--- config.mk ---
export PLATFORM = sky130hd
export DESIGN_NAME = serial_adder_seq
export DESIGN_NICKNAME = d
export VERILOG_FILES = /design/src/rtl/serial_add_pkg.sv /design/src/rtl/two_bit_adder.sv /design/src/rtl/serial_adder_seq.sv
export SDC_FILE = /design/constraint.sdc
export NUM_CORES = 1
export LEC_CHECK = 0
export CORE_ASPECT_RATIO = 0.9
export CORE_MARGIN = 1
export CORE_UTILIZATION = 50
export DETAILED_ROUTE_END_ITERATION = 6
export GPL_ROUTABILITY_DRIVEN = 0
export PLACE_DENSITY = 0.86
export SKIP_LAST_GASP = 1
export SYNTH_ARGS = -nofsm -noshare
export SYNTH_HDL_FRONTEND = slang
export SYNTH_SLANG_ARGS = --single-unit
--- constraint.sdc ---
create_clock -name clk -period 3.1 [get_ports clk]
set_input_delay 0.93 -clock clk [delete_from_list [all_inputs] [get_ports clk]]
set_output_delay 0.93 -clock clk [all_outputs]
set_load 0.02 [all_outputs]
--- src/rtl/serial_add_pkg.sv ---
// Shared types and constants for the digit-serial adder.
package serial_add_pkg;
  typedef enum logic [1:0] {IDLE, RUN, DONE} sa_state_t;
  localparam int DIGIT_W = 2;
endpackage

--- src/rtl/two_bit_adder.sv ---
// Combinational 2-bit ripple slice: {Cout,sum} = a + b + Cin.
module two_bit_adder (
  input  logic [1:0] a,
  input  logic [1:0] b,
  input  logic       Cin,
  output logic [1:0] sum,
  output logic       Cout
);
  assign {Cout, sum} = {1'b0, a} + {1'b0, b} + {2'b00, Cin};
endmodule

--- src/rtl/serial_adder_seq.sv ---
// Sequential WIDTH-bit adder: one 2-bit digit per clock through a
// two_bit_adder slice, LSB digit first, with a registered inter-digit carry.
module serial_adder_seq
  import serial_add_pkg::*;
#(
  parameter int WIDTH = 8
) (
  input  logic             clk,
  input  logic             rst_n,
  input  logic             start,
  input  logic [WIDTH-1:0] op_a,
  input  logic [WIDTH-1:0] op_b,
  input  logic             cin,
  output logic             busy,
  output logic             done,
  output logic [WIDTH-1:0] result,
  output logic             cout
);
  localparam int NDIG  = WIDTH / DIGIT_W;
  localparam int CNT_W = (NDIG > 1) ? $clog2(NDIG) : 1;
  localparam logic [CNT_W-1:0] LAST = CNT_W'(NDIG - 1);

  if (WIDTH < 2 || (WIDTH % 2) != 0) begin : g_bad_width
    $error("serial_adder_seq: WIDTH must be even and >= 2");
  end

  sa_state_t        state_q, state_d;
  logic [WIDTH-1:0] opa_q, opa_d, opb_q, opb_d, result_q, result_d;
  logic [CNT_W-1:0] cnt_q, cnt_d;
  logic             carry_q, carry_d, cout_q, cout_d;
  logic             busy_q, busy_d, done_q, done_d;

  logic [DIGIT_W-1:0] s_a, s_b, s_sum;
  logic               s_cout;

  two_bit_adder u_slice (
    .a   (s_a),
    .b   (s_b),
    .Cin (carry_q),
    .sum (s_sum),
    .Cout(s_cout)
  );

  always_comb begin
    s_a = '0;
    s_b = '0;
    for (int i = 0; i < NDIG; i++) begin
      if (cnt_q == CNT_W'(i)) begin
        s_a = opa_q[DIGIT_W*i +: DIGIT_W];
        s_b = opb_q[DIGIT_W*i +: DIGIT_W];
      end
    end
  end

  always_comb begin
    state_d  = state_q;
    opa_d    = opa_q;
    opb_d    = opb_q;
    result_d = result_q;
    cnt_d    = cnt_q;
    carry_d  = carry_q;
    cout_d   = cout_q;
    case (state_q)
      IDLE: begin
        if (start) begin
          opa_d   = op_a;
          opb_d   = op_b;
          carry_d = cin;
          cnt_d   = '0;
          state_d = RUN;
        end
      end
      RUN: begin
        for (int i = 0; i < NDIG; i++) begin
          if (cnt_q == CNT_W'(i)) result_d[DIGIT_W*i +: DIGIT_W] = s_sum;
        end
        carry_d = s_cout;
        if (cnt_q == LAST) begin
          cout_d  = s_cout;
          state_d = DONE;
        end else begin
          cnt_d = cnt_q + 1'b1;
        end
      end
      DONE:    state_d = IDLE;
      default: state_d = IDLE;
    endcase
    // Status flags are registered alongside the state they describe.
    busy_d = (state_d == RUN);
    done_d = (state_d == DONE);
  end

  always_ff @(posedge clk or negedge rst_n) begin
    if (!rst_n) begin
      state_q  <= IDLE;
      opa_q    <= '0;
      opb_q    <= '0;
      result_q <= '0;
      cnt_q    <= '0;
      carry_q  <= 1'b0;
      cout_q   <= 1'b0;
      busy_q   <= 1'b0;
      done_q   <= 1'b0;
    end else begin
      state_q  <= state_d;
      opa_q    <= opa_d;
      opb_q    <= opb_d;
      result_q <= result_d;
      cnt_q    <= cnt_d;
      carry_q  <= carry_d;
      cout_q   <= cout_d;
      busy_q   <= busy_d;
      done_q   <= done_d;
    end
  end

  assign busy   = busy_q;
  assign done   = done_q;
  assign result = result_q;
  assign cout   = cout_q;
endmodule
==> results of run 1 <==
## registers in the layout (all words and copies together), names as in the netlist
name / count
state_q: 2
busy: 1
done: 1
result: 8
cout: 1
cnt_q: 2
opb_q: 8
opa_q: 8
carry_q: 1
## cell families (layout without fill, tap and decap cells)
logic type / after synthesis / after routing / synth area share [%]
buf+inv: 11 / 45 / 4.23
flops: 32 / 32 / 53.1
simple gates: 30 / 30 / 10.4
mux: 17 / 17 / 15.2
compound gates: 24 / 24 / 11.1
fa+ha+maj: 6 / 6 / 5.97
## layout by cell type, fill, tap and decap left out
| cell | netlist | layout |
|---|---|---|
| nor2_8 | 1 | 1 |
| clkbuf_8 | 0 | 1 |
| buf_4 | 1 | 1 |
| a22o_1 | 3 | 3 |
| nor2_1 | 3 | 3 |
| inv_1 | 6 | 6 |
| dfrtp_1 | 32 | 32 |
| o21ai_0 | 9 | 9 |
| clkdlybuf4s50_1 | 0 | 30 |
| fa_1 | 2 | 2 |
| o211ai_1 | 5 | 5 |
| nand2b_4 | 1 | 1 |
| nand3b_1 | 4 | 4 |
| clkinv_2 | 0 | 2 |
| a21oi_1 | 2 | 2 |
| nand2_1 | 19 | 19 |
| nor2b_1 | 1 | 1 |
| mux2_2 | 7 | 7 |
| clkbuf_4 | 0 | 5 |
| a221oi_2 | 1 | 1 |
| o221ai_1 | 3 | 3 |
| nor3_1 | 1 | 1 |
| o21bai_1 | 1 | 1 |
| mux2_4 | 10 | 10 |
| ha_1 | 4 | 4 |
## where the power goes
group / internal (mW) / switching, mW / total (mW)
registers: 0.626 / 0.151 / 0.777
clock network: 0.108 / 0.144 / 0.251
logic: 0.556 / 0.533 / 1.09
total: 1.29 / 0.828 / 2.12
## stage by stage
| stage | hold slack [ns] | cells | util (%) | setup WS [ns] |
|---|---|---|---|---|
| finish | 0.489 | 194 | 67.0 | 0.631 |
| global route | 0.530 | 194 | 67.0 | 0.459 |
| CTS | 0.491 | 194 | 67.0 | 0.638 |
| detailed placement | 0.469 | 186 | 64.8 | 0.663 |
| global placement | 0.460 | 186 | 64.8 | 0.774 |
| floorplan | 0.481 | 120 | - | 0.846 |
## metal layers
layer  wire [microns]  track usage (%)
met2             1390             34.3
met4               68             7.75
met5                0                0
met1             1210             23.0
met3              134             6.73
## worst min path at each step
stage	start	depth (start not counted)	endpoint	slack, ns
floorplan	opb_q[0]$_DFFE_PN0P_	1	opb_q[0]$_DFFE_PN0P_	0.48
global placement	result[5]$_DFFE_PN0P_	2	result[5]$_DFFE_PN0P_	0.46
detailed placement	result[7]$_DFFE_PN0P_	2	result[7]$_DFFE_PN0P_	0.47
CTS	result[7]$_DFFE_PN0P_	2	result[7]$_DFFE_PN0P_	0.49
global route	result[2]$_DFFE_PN0P_	2	result[2]$_DFFE_PN0P_	0.53
finish	result[7]$_DFFE_PN0P_	2	result[7]$_DFFE_PN0P_	0.49
## area by class of cell
class                   count  area share (%)
clock buffers               6            2.72
inverters                   6            1.19
repair buffers             31            16.3
well taps                  40            2.65
flip-flops and latches     32            42.4
multi-input cells          77            34.2
clock inverters             2           0.531
## critical path, stage by stage, from the launching register on
cell and delay (ns):
dfrtp_1 0.45, inv_1 0.10, ha_1 0.32, nand2_1 0.11, o211ai_1 0.12, o221ai_1 0.16, fa_1 0.40, fa_1 0.50
o21ai_0 0.22
==> flow_metrics.env, run 1 <==
export IMPL_fin_skew_ns=0.0131
export IMPL_synth_top_area_share_pct=53.1
export IMPL_core_area_sq_um=2820
export IMPL_leakagePower_nw=0.833
export IMPL_cts_resized=0
export IMPL_crit_arrival_ns=2.72
export IMPL_cp_required_ns=3.35
export IMPL_finalPower_mw=2.12
export IMPL_worstPathMaxFanout=9
export IMPL_via_count=1008
export IMPL_multi_input_area_sq_um=644
export IMPL_postRouteAntennaNets=0
export IMPL_ys_seq_elements=32
export IMPL_regArea_sq_um=801
export IMPL_peakVddDrop_mv=0.512
export IMPL_grt_max_degree=33
export IMPL_antenna_diode_count=0
export IMPL_insertion_delay_ns=0.34
export IMPL_routed_wirelength_microns=2800
export IMPL_clk_path_buf_depth=2
export IMPL_start_util_pct=53.6
export IMPL_fin_nets=179
export IMPL_nFillCells=211
export IMPL_synth_edff_count=0
export IMPL_drv_cap=0
export IMPL_status="finished, final reports clean"
export IMPL_criticalPathCategory="reg -> reg"
export IMPL_async_reset_ff_share_pct=100
export IMPL_row_count=18
export IMPL_postPlaceCellArea_sq_um=1830
export IMPL_drc=0
export IMPL_maxSlewViolCount=0
export IMPL_synthTopCellsByArea="dfrtp_1, mux2_4, mux2_2, nand2_1, ha_1"
export IMPL_drt_iter0_markers=48
export IMPL_hp_class="reg -> reg"
export IMPL_rsz0062_at_grt="no"
export IMPL_die_h_microns=54.1
export IMPL_clk_pin_slew_ns=0.10
export IMPL_grt_pass1_vias=956
export IMPL_grt_util_all_layers_pct=19.9
export IMPL_reg2reg_from="cnt_q[1]$_DFFE_PN0P_"
export IMPL_portBuffers=30
export IMPL_synth_area_sq_um=1510
export IMPL_clock_fmax_mhz=405
export IMPL_tightest_slew_ns=0.432
export IMPL_synthTopCellsByCount="dfrtp_1, nand2_1, mux2_4"
export IMPL_wl_per_cell_microns=14.4
export IMPL_ios=31
export IMPL_drive_gt1_share_pct=18.8
export IMPL_post_route_period_util_pct=79.6
export IMPL_syn_nets=146
export IMPL_die_area_sq_um=3240
export IMPL_final_min_clock_period_ns=2.47
export IMPL_syn_inst=120
export IMPL_crit_start="cnt_q[1]$_DFFE_PN0P_"
export IMPL_finalSetupTns_ns=0
export IMPL_rrSetupSlack_ns=0.63
export IMPL_finalInstanceArea_sq_um=1890
export IMPL_numCtsBuffers=5
export IMPL_relSlewSlack_pct=71.1
export IMPL_cts_sinks=32
export IMPL_antenna_found_initial=0
export IMPL_setup_violations=0
export IMPL_crit_end="result[1]$_DFFE_PN0P_"
export IMPL_via_per_inst=5.20
export IMPL_die_w_microns=59.9
export IMPL_overflow=0
export IMPL_synthDistinctLibCells=24
export IMPL_hold_viol=0
export IMPL_htreeDepth=2
export IMPL_post_cts_buffers=0
export IMPL_cts_tree="built"
export IMPL_cellPowerDensity_nw_per_um2=1120
export IMPL_syn_area_per_cell_sq_um=12.6
export IMPL_hold_buffers=0
export IMPL_reg2reg_to="result[1]$_DFFE_PN0P_"
export IMPL_synth_warnings=0
export IMPL_synth_ff_type="dfrtp_1"
export IMPL_root_buffer="clkbuf_4"
export IMPL_ys_seq_area_share_pct=53.1
export IMPL_start_kind="flip-flop"
export IMPL_drt_pass1_iter_count=4
export IMPL_syn_to_final_growth_pct=25.0
export IMPL_endpoint_kind="flip-flop"
export IMPL_grt_pass1_wl_microns=4470
export IMPL_dp_hpwl_microns=2160
export IMPL_synth_most_common_cell="dfrtp_1"
export IMPL_worstRegToRegCells=8
export IMPL_synth_top_cell_by_area="dfrtp_1"
Power figures use the tool's default switching activity.
==> run 2: changes to the inputs <==
Settings changed: CORE_UTILIZATION 50 to 45, PLACE_DENSITY 0.86 to 0.82.
Clock period 3.1 ns to 2.1 ns, I/O delays scaled along.
==> run 2 against run 1 <==
  * The run now ends with negative setup slack left
  * Hold slack worse by 0.0085 ns
  * Power rose by 73%
  * Global-route usage rose by 0.21 points
  * Core utilization is 1.1 points higher
  * Clock power increased by 89%
  * Worst setup slack got worse by 0.80 ns
  * Routed wire length grew 14%
  * Clock skew decreased by 0.0061 ns
==> flow_metrics.env, run 2 (synthesis results as in run 1) <==
export IMPL_drt_iter0_markers=47
export IMPL_die_area_sq_um=3590
export IMPL_failed_checks="negative setup slack"
export IMPL_peakVddDrop_mv=0.797
export IMPL_hold_viol=0
export IMPL_nFillCells=233
export IMPL_finalSetupTns_ns=-0.663
export IMPL_grt_util_all_layers_pct=20.1
export IMPL_postRouteAntennaNets=0
export IMPL_path_depth=8
export IMPL_htreeDepth=2
export IMPL_core_area_sq_um=3110
export IMPL_drc=0
export IMPL_antenna_found_initial=0
export IMPL_syn_to_final_growth_pct=40.5
export IMPL_cts_tree="built"
export IMPL_drt_pass1_iter_count=4
export IMPL_overflow=0
export IMPL_post_route_period_util_pct=108
export IMPL_die_h_microns=56.9
export IMPL_cp_slowest_cell="fa_2"
export IMPL_pwr_share_comb_pct=55.3
export IMPL_tightest_slew_ns=0.454
export IMPL_max_stage_delay_ns=0.57
export IMPL_root_buffer="clkbuf_8"
export IMPL_clk_path_buf_depth=2
export IMPL_power_frac_seq_pct=31.7
export IMPL_rrSetupSlack_ns=-0.17
export IMPL_p_sw_share_pct=37.2
export IMPL_numCtsBuffers=5
export IMPL_crit_start="cnt_q[1]$_DFFE_PN0P_"
export IMPL_endpoint_kind="flip-flop"
export IMPL_start_util_pct=48.5
export IMPL_relSlewSlack_pct=69.7
export IMPL_insertion_delay_ns=0.28
export IMPL_path_buf_inv=1
export IMPL_worstPathMaxFanout=4
export IMPL_grt_max_degree=33
export IMPL_routed_wirelength_microns=3190
export IMPL_crit_end="result[7]$_DFFE_PN0P_"
export IMPL_die_w_microns=63.0
export IMPL_antenna_diode_count=0
export IMPL_status="finished, violations left"
export IMPL_rsz0062_at_grt="yes"
export IMPL_final_common_cell="dfrtp_1"
export IMPL_row_count=19
export IMPL_crit_arrival_ns=2.42
export IMPL_finalPower_mw=3.66
export IMPL_grt_pass1_vias=1210
export IMPL_fin_nets=195
export IMPL_p_clk_share_pct=13.0
export IMPL_cts_sinks=32
export IMPL_via_count=1119
export IMPL_clock_fmax_mhz=441
export IMPL_reg2reg_from="cnt_q[1]$_DFFE_PN0P_"
export IMPL_hp_class="reg -> reg"
export IMPL_finalNonFillerCells=212
export IMPL_reg2reg_to="result[7]$_DFFE_PN0P_"
export IMPL_wl_per_cell_microns=15.0
export IMPL_dp_slack_ns=-0.230
export IMPL_worstRegToRegCells=8
export IMPL_cellPowerDensity_nw_per_um2=1730
export IMPL_cp_required_ns=2.25
export IMPL_final_min_clock_period_ns=2.27
export IMPL_numPlacedInstances=202
export IMPL_final_cell_mix="dfrtp_1, clkdlybuf4s50_1, nand2_1"
export IMPL_ios=31
export IMPL_start_kind="flip-flop"
export IMPL_clk_pin_slew_ns=0.06
export IMPL_fin_ws_ns=-0.167
export IMPL_path_cells="inv_4 > ha_4 > nand2_2 > o211ai_1 > o211ai_1 > fa_2 > fa_2 > o21ai_0"
export IMPL_drive_gt1_share_pct=32.4
export IMPL_finalInstanceArea_sq_um=2120
export IMPL_fin_skew_ns=0.00702
export IMPL_dp_hpwl_microns=2320
export IMPL_via_per_inst=5.28
export IMPL_leakagePower_nw=0.924
export IMPL_drv_cap=0
export IMPL_maxSlewViolCount=0
export IMPL_crit_family="adder cells"
export IMPL_grt_pass1_wl_microns=5380
export IMPL_switching_power_mw=1.36
export IMPL_postPlaceCellArea_sq_um=1960
export IMPL_portBuffers=30
export IMPL_setup_violations=5
export IMPL_criticalPathCategory="reg -> reg"
export IMPL_p_int_mw=2.30
run 2: cell types whose count changed in the layout (fill, tap and decap cells not counted), sizes merged:
cell    before  now
buf          1   17
clkbuf       6    8
clkinv       2    0
run 2: tightest hold or removal path: stages (launching register included):
cell and delay [ns]:
dfrtp_1 0.34, nand2_1 0.04, o21ai_0 0.06
run 2: repair_timing:
action,in CTS,in global routing
setup buffers,2,0
setup endpoints to repair,6,6
hold buffers,0,0
pin swaps,6,0
gates resized for setup,15,2
cloned,0,0
run 2: routing by layer:
layer  share of wire [%]  track usage [%]
met1                  41             22.4
met2                  52             34.3
met3                 4.5             4.80
met4                 2.8             14.3
met5                   0                0
run 2: worst min path at each step:
stage,startpoint,to,slack [ns],cells after the start
final,result[0]$_DFFE_PN0P_,result[0]$_DFFE_PN0P_,0.48,2
after global routing,result[1]$_DFFE_PN0P_,result[1]$_DFFE_PN0P_,0.52,2
after CTS,result[0]$_DFFE_PN0P_,result[0]$_DFFE_PN0P_,0.49,2
after detailed placement,result[0]$_DFFE_PN0P_,result[0]$_DFFE_PN0P_,0.47,2
after global placement,result[4]$_DFFE_PN0P_,result[4]$_DFFE_PN0P_,0.46,2
after floorplan,rst_n,busy$_DFF_PN0_,0.33,0
run 2: layout make-up:
type	instances	area [sq um]	share of cell area [%]
Timing Repair Buffer	47	457	21.5
Multi-Input combinational cell	77	694	32.7
Inverter	6	25.0	1.18
Clock buffer	8	90.1	4.25
Tap cell	42	52.6	2.48
Sequential cell	32	802	37.8
run 2: power groups by stage:
stage               clock [mW]  sequential [mW]  combinational, mW
detailed placement           0             1.15               1.85
global placement             0             1.14               1.76
CTS                      0.492             1.15               1.98
global route             0.509             1.19               2.23
floorplan                    0             1.18               1.15
finish                   0.475             1.16               2.02
run 2: stage by stage:
step                      hold WS, ns  util [%]
after detailed placement        0.472      63.0
after floorplan                 0.334         -
final                           0.480      68.1
after global routing            0.522      68.1
after global placement          0.464      63.0
after CTS                       0.486      67.9
==> run 3: changes to the inputs <==
Settings changed: CAP_MARGIN from default to 20.
==> results of run 3 <==
The final DEF is identical to that of run 2; final timing and power are the same.
